--- config.mk ---
export PLATFORM = sky130hd
export DESIGN_NAME = screen_flow_controller_flat
export DESIGN_NICKNAME = d
export VERILOG_FILES = /design/src/rtl/screen_flow_controller_if.sv /design/src/rtl/screen_flow_controller.sv /design/src/flat_wrapper.sv
export SDC_FILE = /design/constraint.sdc
export NUM_CORES = 1
export LEC_CHECK = 0
export ABC_AREA = 1
export CORE_MARGIN = 2
export CORE_UTILIZATION = 39
export DETAILED_ROUTE_END_ITERATION = 10
export PLACE_DENSITY = 0.87
export SETUP_SLACK_MARGIN = 0.4
export SLEW_MARGIN = 40
export SYNTH_ARGS = -nofsm -noshare
export SYNTH_HDL_FRONTEND = slang
export SYNTH_SLANG_ARGS = --single-unit
--- constraint.sdc ---
create_clock -name clk -period 1.65 [get_ports clk]
set_clock_uncertainty 0.05 [all_clocks]
set_input_delay 0.165 -clock clk [delete_from_list [all_inputs] [get_ports clk]]
set_output_delay 0.165 -clock clk [all_outputs]
set_load 0.05 [all_outputs]
--- src/rtl/screen_flow_controller_if.sv ---
// Signal bundle between the game-flow sequencer and its surrounding screens/VGA path.
// The controller takes the slave side; the top-level glue (or a bench) takes the master side.
interface screen_flow_controller_if;
    logic       startOfFrame;
    logic       key5IsPressed;
    logic [3:0] life;
    logic [3:0] score;
    logic [7:0] RGB_screen_start;
    logic [7:0] RGB_screen_main;
    logic [7:0] RGB_screen_over;
    logic [7:0] RGB_out;
    logic       main_resetN;
    logic [1:0] flow_state;
    logic [3:0] final_score;
    logic [3:0] high_score;
    logic       new_record;

    modport master (
        output startOfFrame, key5IsPressed, life, score,
               RGB_screen_start, RGB_screen_main, RGB_screen_over,
        input  RGB_out, main_resetN, flow_state, final_score, high_score, new_record
    );

    modport slave (
        input  startOfFrame, key5IsPressed, life, score,
               RGB_screen_start, RGB_screen_main, RGB_screen_over,
        output RGB_out, main_resetN, flow_state, final_score, high_score, new_record
    );
endinterface

--- src/rtl/screen_flow_controller.sv ---
// START/PLAY/HOLD/OVER game-flow sequencer: screen select, main-screen reset, score latch.
// Define SCREEN_FLOW_HIGH_SCORE_EN to build the session high-score tracker.
module screen_flow_controller #(
    parameter int HOLD_FRAMES     = 60,
    parameter int MIN_OVER_FRAMES = 30
) (
    input  logic                       clk,
    input  logic                       reset,
    screen_flow_controller_if.slave    bus
);
    typedef enum logic [1:0] {
        START = 2'b00,
        PLAY  = 2'b01,
        HOLD  = 2'b10,
        OVER  = 2'b11
    } state_t;

    localparam logic [7:0] HOLD_LAST = 8'(HOLD_FRAMES - 1);
    localparam logic [7:0] OVER_MIN  = 8'(MIN_OVER_FRAMES);

    state_t     state, state_nxt;
    logic       key5_d;
    logic       key5_rise;
    logic [7:0] frame_cnt;
    logic       latch_score;
    logic [7:0] rgb_q;
    logic [3:0] final_q;

    assign key5_rise = bus.key5IsPressed & ~key5_d;

    always_comb begin
        state_nxt   = state;
        latch_score = 1'b0;
        case (state)
            START: if (key5_rise) state_nxt = PLAY;
            // frame_cnt==0 marks the first frame, when life is not yet valid
            PLAY:  if (bus.startOfFrame && frame_cnt >= 8'd1 && bus.life == 4'd0) begin
                       state_nxt   = HOLD;
                       latch_score = 1'b1;
                   end
            HOLD:  if (bus.startOfFrame && frame_cnt == HOLD_LAST) state_nxt = OVER;
            OVER:  if (key5_rise && frame_cnt >= OVER_MIN) state_nxt = START;
            default: state_nxt = START;
        endcase
    end

    always_ff @(posedge clk or posedge reset) begin
        if (reset) begin
            state     <= START;
            key5_d    <= 1'b0;
            frame_cnt <= 8'd0;
            final_q   <= 4'd0;
            rgb_q     <= 8'd0;
        end else begin
            state  <= state_nxt;
            key5_d <= bus.key5IsPressed;
            if (state_nxt != state)
                frame_cnt <= 8'd0;
            else if (bus.startOfFrame && frame_cnt != 8'hFF)
                frame_cnt <= frame_cnt + 8'd1;
            if (latch_score)
                final_q <= bus.score;
            case (state)
                START:   rgb_q <= bus.RGB_screen_start;
                OVER:    rgb_q <= bus.RGB_screen_over;
                default: rgb_q <= bus.RGB_screen_main;
            endcase
        end
    end

`ifdef SCREEN_FLOW_HIGH_SCORE_EN
    logic [3:0] high_q;
    logic       record_q;

    always_ff @(posedge clk or posedge reset) begin
        if (reset) begin
            high_q   <= 4'd0;
            record_q <= 1'b0;
        end else if (latch_score) begin
            if (bus.score > high_q) begin
                high_q   <= bus.score;
                record_q <= 1'b1;
            end else begin
                record_q <= 1'b0;
            end
        end else if (state == OVER && state_nxt == START) begin
            record_q <= 1'b0;
        end
    end

    assign bus.high_score = high_q;
    assign bus.new_record = record_q;
`else
    assign bus.high_score = 4'd0;
    assign bus.new_record = 1'b0;
`endif

    assign bus.RGB_out     = rgb_q;
    assign bus.final_score = final_q;
    assign bus.flow_state  = state;
    assign bus.main_resetN = (state == PLAY) || (state == HOLD);
endmodule
--- src/flat_wrapper.sv ---
// flat-port wrapper written by rule: the top's interface ports become plain ports
module screen_flow_controller_flat 
#(
    parameter int HOLD_FRAMES     = 60,
    parameter int MIN_OVER_FRAMES = 30
)
  (clk, reset, bus_startOfFrame, bus_key5IsPressed, bus_life, bus_score, bus_RGB_screen_start, bus_RGB_screen_main, bus_RGB_screen_over, bus_RGB_out, bus_main_resetN, bus_flow_state, bus_final_score, bus_high_score, bus_new_record);
  screen_flow_controller_if bus_i ();
  input  logic clk;
  input  logic reset;
  input wire logic [$bits(bus_i.startOfFrame)-1:0] bus_startOfFrame;
  input wire logic [$bits(bus_i.key5IsPressed)-1:0] bus_key5IsPressed;
  input wire logic [$bits(bus_i.life)-1:0] bus_life;
  input wire logic [$bits(bus_i.score)-1:0] bus_score;
  input wire logic [$bits(bus_i.RGB_screen_start)-1:0] bus_RGB_screen_start;
  input wire logic [$bits(bus_i.RGB_screen_main)-1:0] bus_RGB_screen_main;
  input wire logic [$bits(bus_i.RGB_screen_over)-1:0] bus_RGB_screen_over;
  output wire logic [$bits(bus_i.RGB_out)-1:0] bus_RGB_out;
  output wire logic [$bits(bus_i.main_resetN)-1:0] bus_main_resetN;
  output wire logic [$bits(bus_i.flow_state)-1:0] bus_flow_state;
  output wire logic [$bits(bus_i.final_score)-1:0] bus_final_score;
  output wire logic [$bits(bus_i.high_score)-1:0] bus_high_score;
  output wire logic [$bits(bus_i.new_record)-1:0] bus_new_record;
  assign bus_i.startOfFrame = bus_startOfFrame;
  assign bus_i.key5IsPressed = bus_key5IsPressed;
  assign bus_i.life = bus_life;
  assign bus_i.score = bus_score;
  assign bus_i.RGB_screen_start = bus_RGB_screen_start;
  assign bus_i.RGB_screen_main = bus_RGB_screen_main;
  assign bus_i.RGB_screen_over = bus_RGB_screen_over;
  assign bus_RGB_out = bus_i.RGB_out;
  assign bus_main_resetN = bus_i.main_resetN;
  assign bus_flow_state = bus_i.flow_state;
  assign bus_final_score = bus_i.final_score;
  assign bus_high_score = bus_i.high_score;
  assign bus_new_record = bus_i.new_record;
  screen_flow_controller #(.HOLD_FRAMES(HOLD_FRAMES), .MIN_OVER_FRAMES(MIN_OVER_FRAMES)) u_core (.clk(clk), .reset(reset), .bus(bus_i));
endmodule
* After elaboration in Yosys (flattened, before gate mapping)
Cells that the tools add are included.
Word-level totals: register bits after elaboration 23, input port bits 36, output and inout bits 20, word-level logic and storage cells 35
Cells by class: add/subtract/negate cells 1, $lt $le $gt $ge 2, eq/ne operators 6, mux-type cells 10, bitwise operators 2, reduce and logical (&&, ||, !) cells 9
Operators with widths (count):
- 2-to-1 mux 8 bit | 2
- one-hot mux 8 bit (2 select lines) | 1
- adder 8 x 1 -> 8 bit, second input constant | 1
- == test 8 x 6 -> 1 bit, second input constant | 1
- >= comparator 8 x 1 -> 1 bit, second input constant | 1
- >= comparator 8 x 5 -> 1 bit, second input constant | 1
- 2-to-1 mux 2 bit | 4
- inequality test 8 bit, second input constant | 1
- one-hot mux 2 bit (4 select lines) | 1
- logical AND 1 bit | 5
- == test 2 bit, second input constant | 2
- zero test 4 bit | 1
- == test 2 x 1 -> 1 bit, second input constant | 1
- zero test 2 bit | 1
- 2-to-1 mux 1 bit | 2
- inequality test 2 bit | 1
- nonzero test 2 bit | 1
- bitwise AND 1 bit | 1
- logical OR 1 bit | 1
- inverter 1 bit | 1

* Depth between registers and ports, before layout
Gate-level depths: netlist (run 1).
depth in word-level cells 7, depth in mapped cells 14, depth with buffers taken out 14

* Least setup slack after synthesis (run 1)
Ideal clock, no wire load.
path type reg-to-reg, from register u_core.state[1], in the netlist u_core.bus.flow_state[1], to register u_core.rgb_q[0], in the netlist u_core.bus.RGB_out[0], library setup time 0.124 ns, arrival time 2.094 ns, required time 1.476 ns, setup slack -0.617 ns, stages on the path, launching flop included 7, buffers on the path 1, period minus slack after synthesis 2.267 ns, cells stage by stage dfrtp_1 -> inv_1 -> ha_1 -> clkbuf_1 -> inv_1 -> nor2_1 -> a21oi_1
Between the ends: cells in the longest elaborated chain, start to end 2, elaborated cells on any way between the ends 3, those cells by class 1 x eq/ne; 1 x mux; 1 x reduce/logical
RTL lines:
- start, declared | RTL line screen_flow_controller.sv:21 | state_t state, state_nxt;
- start signal, assigned | RTL line screen_flow_controller.sv:55 | state <= state_nxt;
- == test 2 bit / zero test 2 bit (equally long branches) | RTL line screen_flow_controller.sv:63 | case (state)
- one-hot mux 8 bit (2 select lines) * | RTL line screen_flow_controller.sv:63
- end signal, assigned | RTL line screen_flow_controller.sv:64 | START: rgb_q <= bus.RGB_screen_start;
- end signal, assigned | RTL line screen_flow_controller.sv:65 | OVER: rgb_q <= bus.RGB_screen_over;
- end signal, assigned | RTL line screen_flow_controller.sv:66 | default: rgb_q <= bus.RGB_screen_main;
- end, declared | RTL line screen_flow_controller.sv:26 | logic [7:0] rgb_q;
Mark *: on every way between the ends. The rest lies on a longest branch, timed or not. A chain may end at the register's enable or synchronous reset.

* Worst setup path in the final report (run 1)
from register u_core.frame_cnt[0], to register u_core.frame_cnt[1]
Between the ends: cells in the longest elaborated chain, start to end 7, elaborated cells on any way between the ends 18, those cells by class 1 x add/sub; 2 x order compare; 3 x eq/ne; 6 x mux; 6 x reduce/logical
RTL lines:
- start, declared | RTL line screen_flow_controller.sv:24 | logic [7:0] frame_cnt;
- start signal, assigned | RTL line screen_flow_controller.sv:60 | frame_cnt <= frame_cnt + 8'd1;
- >= comparator 8 x 1 -> 1 bit | RTL line screen_flow_controller.sv:37 | PLAY: if (bus.startOfFrame && frame_cnt >= 8'd1 && bus.life == 4'd0) begin
- logical AND 1 bit (2 in series) | RTL line screen_flow_controller.sv:37
- 2-to-1 mux 2 bit | RTL line screen_flow_controller.sv:37
- one-hot mux 2 bit (4 select lines) | RTL line screen_flow_controller.sv:34 | case (state)
- inequality test 2 bit | RTL line screen_flow_controller.sv:57 | if (state_nxt != state)
- 2-to-1 mux 8 bit / nonzero test 2 bit (equally long branches)
Parallel ways exist; a longest one is shown, timed or not. The select of a mux whose other input is x is not followed.

==> impl_metrics.toml, run 1 <==
[setup_path]
cp_max_fo = 8
end_kind = "register"
r2r-end = "u_core.frame_cnt[1]"
path_class = "register to register"
rr_startpoint = "u_core.frame_cnt[0]"
reg2reg_depth = 12
startpoint = "u_core.frame_cnt[0]"
worstPathArrival_ns = 1.96
cp-start-kind = "register"
critPathRequiredTime_ns = 1.79
reg2reg_slack_ns = -0.16

[finish]
final_cell_mix = "buf_4, clkdlybuf4s50_1, nand2_1"
final_common_cell = "buf_4"
drive_above_1_share_pct = 43.2
fill_cells = 255
nNetsFinal = 305
diodes = 0
syn_to_final_growth_pct = 68.6
layout.cells.non_filler = 307

[sta]
hold_viol = 0
finalCritPeriodShare_pct = 110
min_period_ns = 1.81
rsz0062_at_grt = "true"
slew_viol_final = 0
fin_ws_ns = -0.165
clock.fmax_mhz = 551
setup-tns-final_ns = -1.43
setup_viol = 12

[yosys]
synth_seq_area_share_pct = 40.1
yosysWarnings = 0
synth_cell_types = 25
syn_avg_cell_area_um2 = 8.21
synthCells = 175
synth_area_um2 = 1440
ys_ff_latch = 23

[drt]
detail_route.wl_per_cell_um = 13.6
drt_iter0_drc = 65
ant_nets = 0
first_pass_iters = 4
num_vias = 1461
drcViolationCount = 0
routed_wl_um = 4180
viasPerCell = 4.76

[global_route]
grt_usage_pct = 18.9
grt_pass1_vias = 1404
grt_remaining_overflow = 0
grt_pass1_wl_um = 6140
grt_max_degree = 24
antenna_found_initial = 0

[die]
dieWidth_um = 64.7
start_util_pct = 39.8
ioPinCount = 56
core_um2 = 3610
die_area_um2 = 4180
fp-row-count = 22
chipHeight_um = 64.7

[outcome]
status = "finished with violations"
violations = "setup timing"

[cts]
cts_root_buffer = "clkbuf_8"
cts_tree = "built"
cts_max_level = 1
path_clk_slew_ns = 0.08
cts.sink_count = 23
insertion_delay_ns = 0.26
cts_max_path_buffers = 2
cts_buffers = 3
hold_buffers = 0

[pwr]
ir_drop_mv = 1.48
p_leak_nw = 1.12
p_per_area_nw_per_um2 = 1900

[min_path]
hp-class = "primary input to asynchronous set/reset pin"

[flow_run]
maxCapViolCount = 0

[place]
dp_cells = 284
place_ws_ns = -0.176
finalWeightedCongestion = 0.871
dp_hpwl_um = 2780
portBuffers = 50
-- kinds of logic (layout without fill, tap and decap cells) --
family                     count (synthesis)  after routing  share of synthesized area, %
AOI/OAI and AO/OA                         20             20                          6.97
adders and majority gates                  9              9                          7.84
other                                      1              5                         0.261
DFF                                       23             23                          40.1
muxes                                      4              4                          3.14
xor gates and xnor gates                   6              6                          3.66
and+or+nand+nor                           82             82                          28.7
buffers and inverters                     30            110                          9.41
-- stage by stage --
step / cell area (um2) / hold slack, ns / power [W] / util (%)
floorplan: 1500 / 0.117 / 0.00266 / -
global placement: 2080 / 0.439 / 0.00336 / 57.7
detailed placement: 2080 / 0.452 / 0.00343 / 57.7
CTS: 2320 / 0.209 / 0.00431 / 64.3
global route: 2420 / 0.242 / 0.00485 / 67.2
finish: 2420 / 0.197 / 0.00461 / 67.2
-- report_power, final --
part	internal (W)	switching [W]	leakage, nW
Clock	0.000172	0.000177	0.0228
Sequential	0.000774	0.000138	0.290
Combinational	0.00143	0.00191	0.806
Total	0.00238	0.00223	1.12
-- cells in the mapped netlist, drive strengths merged --
library cell | count | area, um2
a21oi | 17 | 85.1
buf | 7 | 48.8
clkbuf | 1 | 3.75
conb | 1 | 3.75
dfrtp | 23 | 576
ha | 9 | 113
inv | 22 | 82.6
mux2 | 4 | 45.0
nand2 | 38 | 158
nand3 | 10 | 77.6
nor2 | 28 | 130
nor3 | 2 | 21.3
nor4 | 2 | 12.5
o21ai | 3 | 15.0
or2 | 1 | 6.26
or3 | 1 | 6.26
xor2 | 6 | 52.6
-- repair_timing --
action                                 CTS  global route
setup buffers                           12             6
pin swaps                                4             6
setup endpoints to repair               23            24
gates resized for setup                 19            17
cloned                                   1             0
endpoints found under the hold margin    0             0
-- per-layer routing --
| metal | part of all wire, % | vias to the layer above | track usage, % |
|---|---|---|---|
| li1 | - | 706 | - |
| met1 | 41 | 703 | 22.9 |
| met2 | 52 | 40 | 32.4 |
| met3 | 3.4 | 12 | 1.74 |
| met4 | 3.0 | 0 | 11.7 |
| met5 | 0 | - | 0 |
-- sequential cells by signal (all words and copies together) (netlist names) --
signal,cells
u_core.bus.flow_state,2
u_core.bus.final_score,4
u_core.frame_cnt,8
u_core.key5_d,1
u_core.bus.RGB_out,8
-- worst max-delay path, cell delays in order (launching register included) --
cell	delay, ns
dfrtp_2	0.44
inv_4	0.06
ha_4	0.15
or2_0	0.21
nand2_1	0.06
nand2_1	0.05
nand2_2	0.07
nand3_1	0.11
nand3_2	0.11
nand2_2	0.07
nand3_2	0.08
nand3_4	0.16
nor2_2	0.12
-- how the worst max path moves through the flow --
| stage | to | slack, ns | cells past startpoint |
|---|---|---|---|
| after floorplan | u_core.frame_cnt[4] | -0.002 | 14 |
| after global placement | u_core.bus.final_score[3] | -0.06 | 8 |
| after detailed placement | u_core.frame_cnt[1] | -0.18 | 14 |
| after CTS | u_core.frame_cnt[1] | -0.13 | 12 |
| after global routing | u_core.frame_cnt[6] | -0.27 | 12 |
| final | u_core.frame_cnt[1] | -0.16 | 12 |
-- cell type report --
cell class,count,area [um2],share of cell area (%)
flip-flops and latches,23,581,24.0
clock buffers,4,45.0,1.86
well taps,48,60.1,2.48
repair buffers,84,782,32.3
inverters,22,97.6,4.03
multi-input cells,126,857,35.4
(Power assumes the default switching activity.)
==> run 2, diff against run 1 <==
--- a/config.mk
+++ b/config.mk
@@ -6,10 +6,13 @@
 export NUM_CORES = 1
 export LEC_CHECK = 0
 export ABC_AREA = 1
+export CELL_PAD_IN_SITES_DETAIL_PLACEMENT = 1
+export CELL_PAD_IN_SITES_GLOBAL_PLACEMENT = 2
 export CORE_MARGIN = 2
-export CORE_UTILIZATION = 39
+export CORE_UTILIZATION = 21
+export CTS_CLUSTER_SIZE = 28
 export DETAILED_ROUTE_END_ITERATION = 10
-export PLACE_DENSITY = 0.87
+export PLACE_DENSITY = 0.76
 export SETUP_SLACK_MARGIN = 0.4
 export SLEW_MARGIN = 40
 export SYNTH_ARGS = -nofsm -noshare
==> run 2 against run 1 <==
The run still ends with setup timing left; fmax is 0.55% higher; first-iteration DRC count down 57%; sequential share of layout area shrank 0.79 points; via count shrank 5.5%; non-clock buffer count is 5 lower; cell count is 8.8% higher; highest routed layer unchanged.
==> impl_metrics.toml, run 2 (same netlist as run 1, synthesis figures left out) <==
[pwr]
p_per_area_nw_per_um2 = 1860
p_leak_nw = 1.11
ir_drop_mv = 1.08

[place]
place_ws_ns = -0.160
finalWeightedCongestion = 0.777
dpl_cell_area_um2 = 2170
portBuffers = 50
dp_hpwl_um = 3150

[die]
ioPinCount = 56
start_util_pct = 21.4
core_um2 = 6720
fp-row-count = 30
chipHeight_um = 86.7
die_area_um2 = 7520
dieWidth_um = 86.7

[min_path]
hp-class = "primary input to asynchronous set/reset pin"

[finish]
fill_cells = 777
final_cell_mix = "buf_4, clkdlybuf4s50_1, nand2_1"
nNetsFinal = 300
final_cell_area_um2 = 2490
multi_input_area_um2 = 916
drive_above_1_share_pct = 47.2
syn_to_final_growth_pct = 73.6
final_common_cell = "buf_4"
final-seq-area_um2 = 578
diodes = 0

[setup_path]
cp-start-kind = "register"
end_kind = "register"
cpMostUsedCell = "nand2_2"
cp_max_fo = 8
cp_num_buf_inv = 1
path_class = "register to register"
critPathRequiredTime_ns = 1.75
crit_chain = "inv_2 -> ha_2 -> or2_0 -> nand2_1 -> nand2_2 -> nand2_2 -> nand2_2 -> nand3_2 -> nand2_2 -> nand3_2 -> nand2_2 -> nand3_4 -> nor2_2"
crit_path_max_incr_delay_ns = 0.43
worstPathArrival_ns = 1.91
path_delay_family = "simple AND/OR/NAND/NOR gates"
cpMaxStageDelayCell = "dfrtp_1"

[sta]
finalCritPeriodShare_pct = 109
min_period_ns = 1.80
clock.fmax_mhz = 554
fin_ws_ns = -0.155
rsz0062_at_grt = "true"
hold_viol = 0
slew_viol_final = 0
setup_viol = 12
setup-tns-final_ns = -1.22

[global_route]
grt_pass1_wl_um = 6730
grt_pass1_vias = 1467
grt_usage_pct = 11.3
antenna_found_initial = 0
grt_max_degree = 24
grt_remaining_overflow = 0

[cts]
path_clk_slew_ns = 0.08
cts.sink_count = 23
cts_buffers = 3
cts_max_path_buffers = 2
insertion_delay_ns = 0.26
cts_max_level = 1
cts_root_buffer = "clkbuf_8"
cts_tree = "built"

[flow_run]
maxCapViolCount = 0

[drt]
viasPerCell = 4.13
first_pass_iters = 3
drt_iter0_drc = 28
ant_nets = 0
drcViolationCount = 0
detail_route.wl_per_cell_um = 12.3
num_vias = 1381
routed_wl_um = 4110

[outcome]
status = "finished with violations"
violations = "setup timing"
==> run 2: what timing repair did <==
action	in CTS	in global routing
gates cloned	1	0
pin swaps	8	6
endpoints found under the setup margin	23	23
hold buffers	0	0
resized for setup	39	15
setup buffers	6	1
==> run 2: cell type report <==
class / count / share of cell area (%)
multi-input cells: 126 / 36.7
repair buffers: 79 / 29.7
flip-flops and latches: 23 / 23.2
inverters: 22 / 4.57
well taps: 80 / 4.01
clock buffers: 4 / 1.81
==> run 2: layer usage <==
metal	routed length [um]	global-route usage, %	vias up
li1	-	-	695
met1	1620	12.8	652
met2	2250	21.0	30
met3	205	2.67	4
met4	35	2.98	0
met5	0	0	-
==> run 2: worst reg2reg max path, stage by stage, from the launching register on <==
cell     delay [ns]
dfrtp_1        0.43
inv_2          0.07
ha_2           0.17
or2_0          0.19
nand2_1        0.09
nand2_2        0.06
nand2_2        0.08
nand2_2        0.05
nand3_2        0.08
nand2_2        0.06
nand3_2        0.06
nand2_2        0.08
nand3_4        0.17
nor2_2         0.06
==> run 2: path summary, 6_finish.rpt <==
kind | from | endpoint | slack, ns | depth (start not counted)
min | reset | u_core.bus.final_score[2] | 0.20 | 3
max | u_core.frame_cnt[0] | u_core.frame_cnt[6] | -0.15 | 13
max reg2reg | u_core.frame_cnt[0] | u_core.frame_cnt[6] | -0.15 | 13
max in group asynchronous | reset | u_core.bus.flow_state[1] | 1.09 | 3
min in group clk | bus_key5IsPressed | u_core.key5_d | 0.32 | 1
min reg2reg | u_core.bus.final_score[3] | u_core.bus.final_score[3] | 0.47 | 1
==> run 2: where the power goes <==
| part | internal [W] | switching, W | leakage, nW | total [W] |
|---|---|---|---|---|
| logic | 0.00143 | 0.00197 | 0.790 | 0.00340 |
| clock network | 0.000172 | 0.000180 | 0.0228 | 0.000352 |
| registers | 0.000769 | 0.000123 | 0.293 | 0.000892 |
| total | 0.00237 | 0.00227 | 1.11 | 0.00465 |
==> run 2: metrics by stage <==
stage	std cells	total power, W	hold slack (ns)	utilization (%)
after global placement	322	0.00348	0.441	32.3
after floorplan	179	0.00266	0.117	-
after CTS	333	0.00457	0.210	36.1
after global routing	334	0.00494	0.260	37.1
final	334	0.00465	0.201	37.1
after detailed placement	322	0.00352	0.451	32.3
==> run 3, diff against run 2 <==
--- a/config.mk
+++ b/config.mk
@@ -9,10 +9,11 @@
 export CELL_PAD_IN_SITES_DETAIL_PLACEMENT = 1
 export CELL_PAD_IN_SITES_GLOBAL_PLACEMENT = 2
 export CORE_MARGIN = 2
-export CORE_UTILIZATION = 21
+export CORE_UTILIZATION = 22
+export CTS_BUF_LIST = sky130_fd_sc_hd__clkbuf_4
 export CTS_CLUSTER_SIZE = 28
 export DETAILED_ROUTE_END_ITERATION = 10
-export PLACE_DENSITY = 0.76
+export PLACE_DENSITY = 0.79
 export SETUP_SLACK_MARGIN = 0.4
 export SLEW_MARGIN = 40
 export SYNTH_ARGS = -nofsm -noshare
==> constraint.sdc (replaced) <==
create_clock -name clk -period 1.5 [get_ports clk]
set_clock_uncertainty 0.05 [all_clocks]
set_input_delay 0.15 -clock clk [delete_from_list [all_inputs] [get_ports clk]]
set_output_delay 0.15 -clock clk [all_outputs]
set_load 0.05 [all_outputs]
==> run 3 against run 2 <==
The run still ends with setup timing left; flip-flop and latch count did not move; cell count up 3.9%; design area up 8.3%; utilization increased by 5.4 points; worst hold slack lost 0.11 ns; register-to-register slack got worse by 0.22 ns; wire length increased by 13%; non-clock buffer count increased by 16.
==> impl_metrics.toml, run 3 (same netlist as run 1, synthesis figures left out) <==
[sta]
hold_viol = 0
slew_viol_final = 0
clock.fmax_mhz = 534
whs_ns = 0.0896
min_period_ns = 1.87
setup_viol = 23
rsz0062_at_grt = "true"
finalCritPeriodShare_pct = 125
fin_ws_ns = -0.373

[cts]
path_clk_slew_ns = 0.15
cts_max_level = 1
insertion_delay_ns = 0.33
cts_tree = "built"
cts.sink_count = 23
cts_root_buffer = "clkbuf_4"
cts_max_path_buffers = 2
hold_buffers = 0
cts_buffers = 3

[global_route]
antenna_found_initial = 0
use_met3_pct = 2.06
grt_max_degree = 24
top_usage_layer = "met2"
grt_pass1_wl_um = 7310
met1_usage_pct = 16.0
use_met2_pct = 23.0
grt_remaining_overflow = 0
grt_pass1_vias = 1508
grt_usage_pct = 12.8

[min_path]
hp-class = "primary input to asynchronous set/reset pin"

[die]
chipHeight_um = 84.8
ioPinCount = 56
start_util_pct = 22.6
dieWidth_um = 84.8
core_um2 = 6350
fp-row-count = 29
die_area_um2 = 7190

[place]
portBuffers = 50
dpl_cell_area_um2 = 2260
finalWeightedCongestion = 0.778
dp_hpwl_um = 3230

[setup_path]
crit_chain = "inv_2 -> ha_4 -> nor2_2 -> nand2_1 -> nor2_1 -> nand2_1 -> nand2_2 -> nand2_2 -> nand2_2 -> nand3_4 -> nand2_4 -> nand3_4 -> nand3_4 -> nor2_2"
r2r-end = "u_core.frame_cnt[7]"
worstPathArrival_ns = 2.04
critPathRequiredTime_ns = 1.67
cp_max_fo = 8
rr_startpoint = "u_core.frame_cnt[1]"
cp-start-kind = "register"
path_class = "register to register"
cpMaxStageDelayCell = "dfrtp_2"
reg2reg_depth = 14
reg2reg_slack_ns = -0.37
end_kind = "register"
crit_path_max_incr_delay_ns = 0.46

[finish]
fill_cells = 723
final_cell_mix = "clkdlybuf4s50_1, buf_4, nand2_1"
diodes = 0
nNetsFinal = 316
syn_to_final_growth_pct = 88.0
drive_above_1_share_pct = 50.7
final_cell_area_um2 = 2700
final_common_cell = "clkdlybuf4s50_1"
fin_util_pct = 42.5

[drt]
detail_route.wl_per_cell_um = 13.4
num_vias = 1493
viasPerCell = 4.30
drcViolationCount = 0
first_pass_iters = 3
drt_iter0_drc = 45
ant_nets = 0
routed_wl_um = 4640

[flow_run]
maxCapViolCount = 0

[pwr]
ir_drop_mv = 1.32
p_per_area_nw_per_um2 = 2020
power_w = 0.00546
p_leak_nw = 1.21

[outcome]
status = "finished with violations"
violations = "setup timing"
run 3: cell count changes in the layout (fill, tap and decap cells not counted), moves of 4 or more:
cell | before | now
nor2_2 | 11 | 15
buf_4 | 37 | 33
buf_6 | 4 | 22
a21oi_2 | 16 | 7
a21oi_1 | 1 | 9
run 3: where the power goes:
part	internal, W	switching, W	leakage, nW
Clock	0.000100	0.000213	0.0177
Combinational	0.00187	0.00224	0.901
Sequential	0.000851	0.000183	0.290
Total	0.00283	0.00263	1.21
run 3: layer usage:
layer  up-vias  share of wire (%)
met5         -                  0
met3         2                3.2
met1       731                 41
li1        730                  -
met4         0               0.86
met2        30                 55
run 3: worst max-delay path, delay by kind of cell (launching register included):
family | cells | cell delay, ns
buffers and inverters | 1 | 0.08
and+or+nand+nor | 12 | 1.03
DFF | 1 | 0.46
adders and majority gates | 1 | 0.15
run 3: worst max path at each step:
stage	from	end	slack (ns)
2_1_floorplan	u_core.frame_cnt[1]	u_core.frame_cnt[4]	-0.15
3_3_place_gp	u_core.frame_cnt[0]	u_core.frame_cnt[7]	-0.28
3_5_place_dp	u_core.frame_cnt[1]	u_core.frame_cnt[1]	-0.35
4_1_cts	u_core.frame_cnt[0]	u_core.frame_cnt[1]	-0.34
5_1_grt	u_core.frame_cnt[0]	u_core.frame_cnt[7]	-0.51
6_report	u_core.frame_cnt[1]	u_core.frame_cnt[7]	-0.37
run 3: layout make-up:
type                    count  area [um2]  area share, %
clock buffers               3        22.5          0.834
flip-flops and latches     23         581           21.5
multi-input cells         126         947           35.1
repair buffers             95         948           35.1
clock inverters             1        5.00          0.185
well taps                  77        96.3           3.57
inverters                  22         100           3.71
run 3: stage by stage:
| stage | worst slack, ns | cells | TNS, ns |
|---|---|---|---|
| after floorplan | -0.152 | 179 | -2.05 |
| after global placement | -0.284 | 329 | -3.11 |
| after detailed placement | -0.350 | 329 | -3.77 |
| after CTS | -0.340 | 341 | -3.54 |
| after global routing | -0.507 | 347 | -6.71 |
| final | -0.373 | 347 | -4.57 |
run 3: what timing repair did:
item,4_1_cts,5_1_grt
pin swaps,10,14
buffers inserted,7,6
cloned,1,0
setup endpoints to repair,37,37
resized for setup,41,33
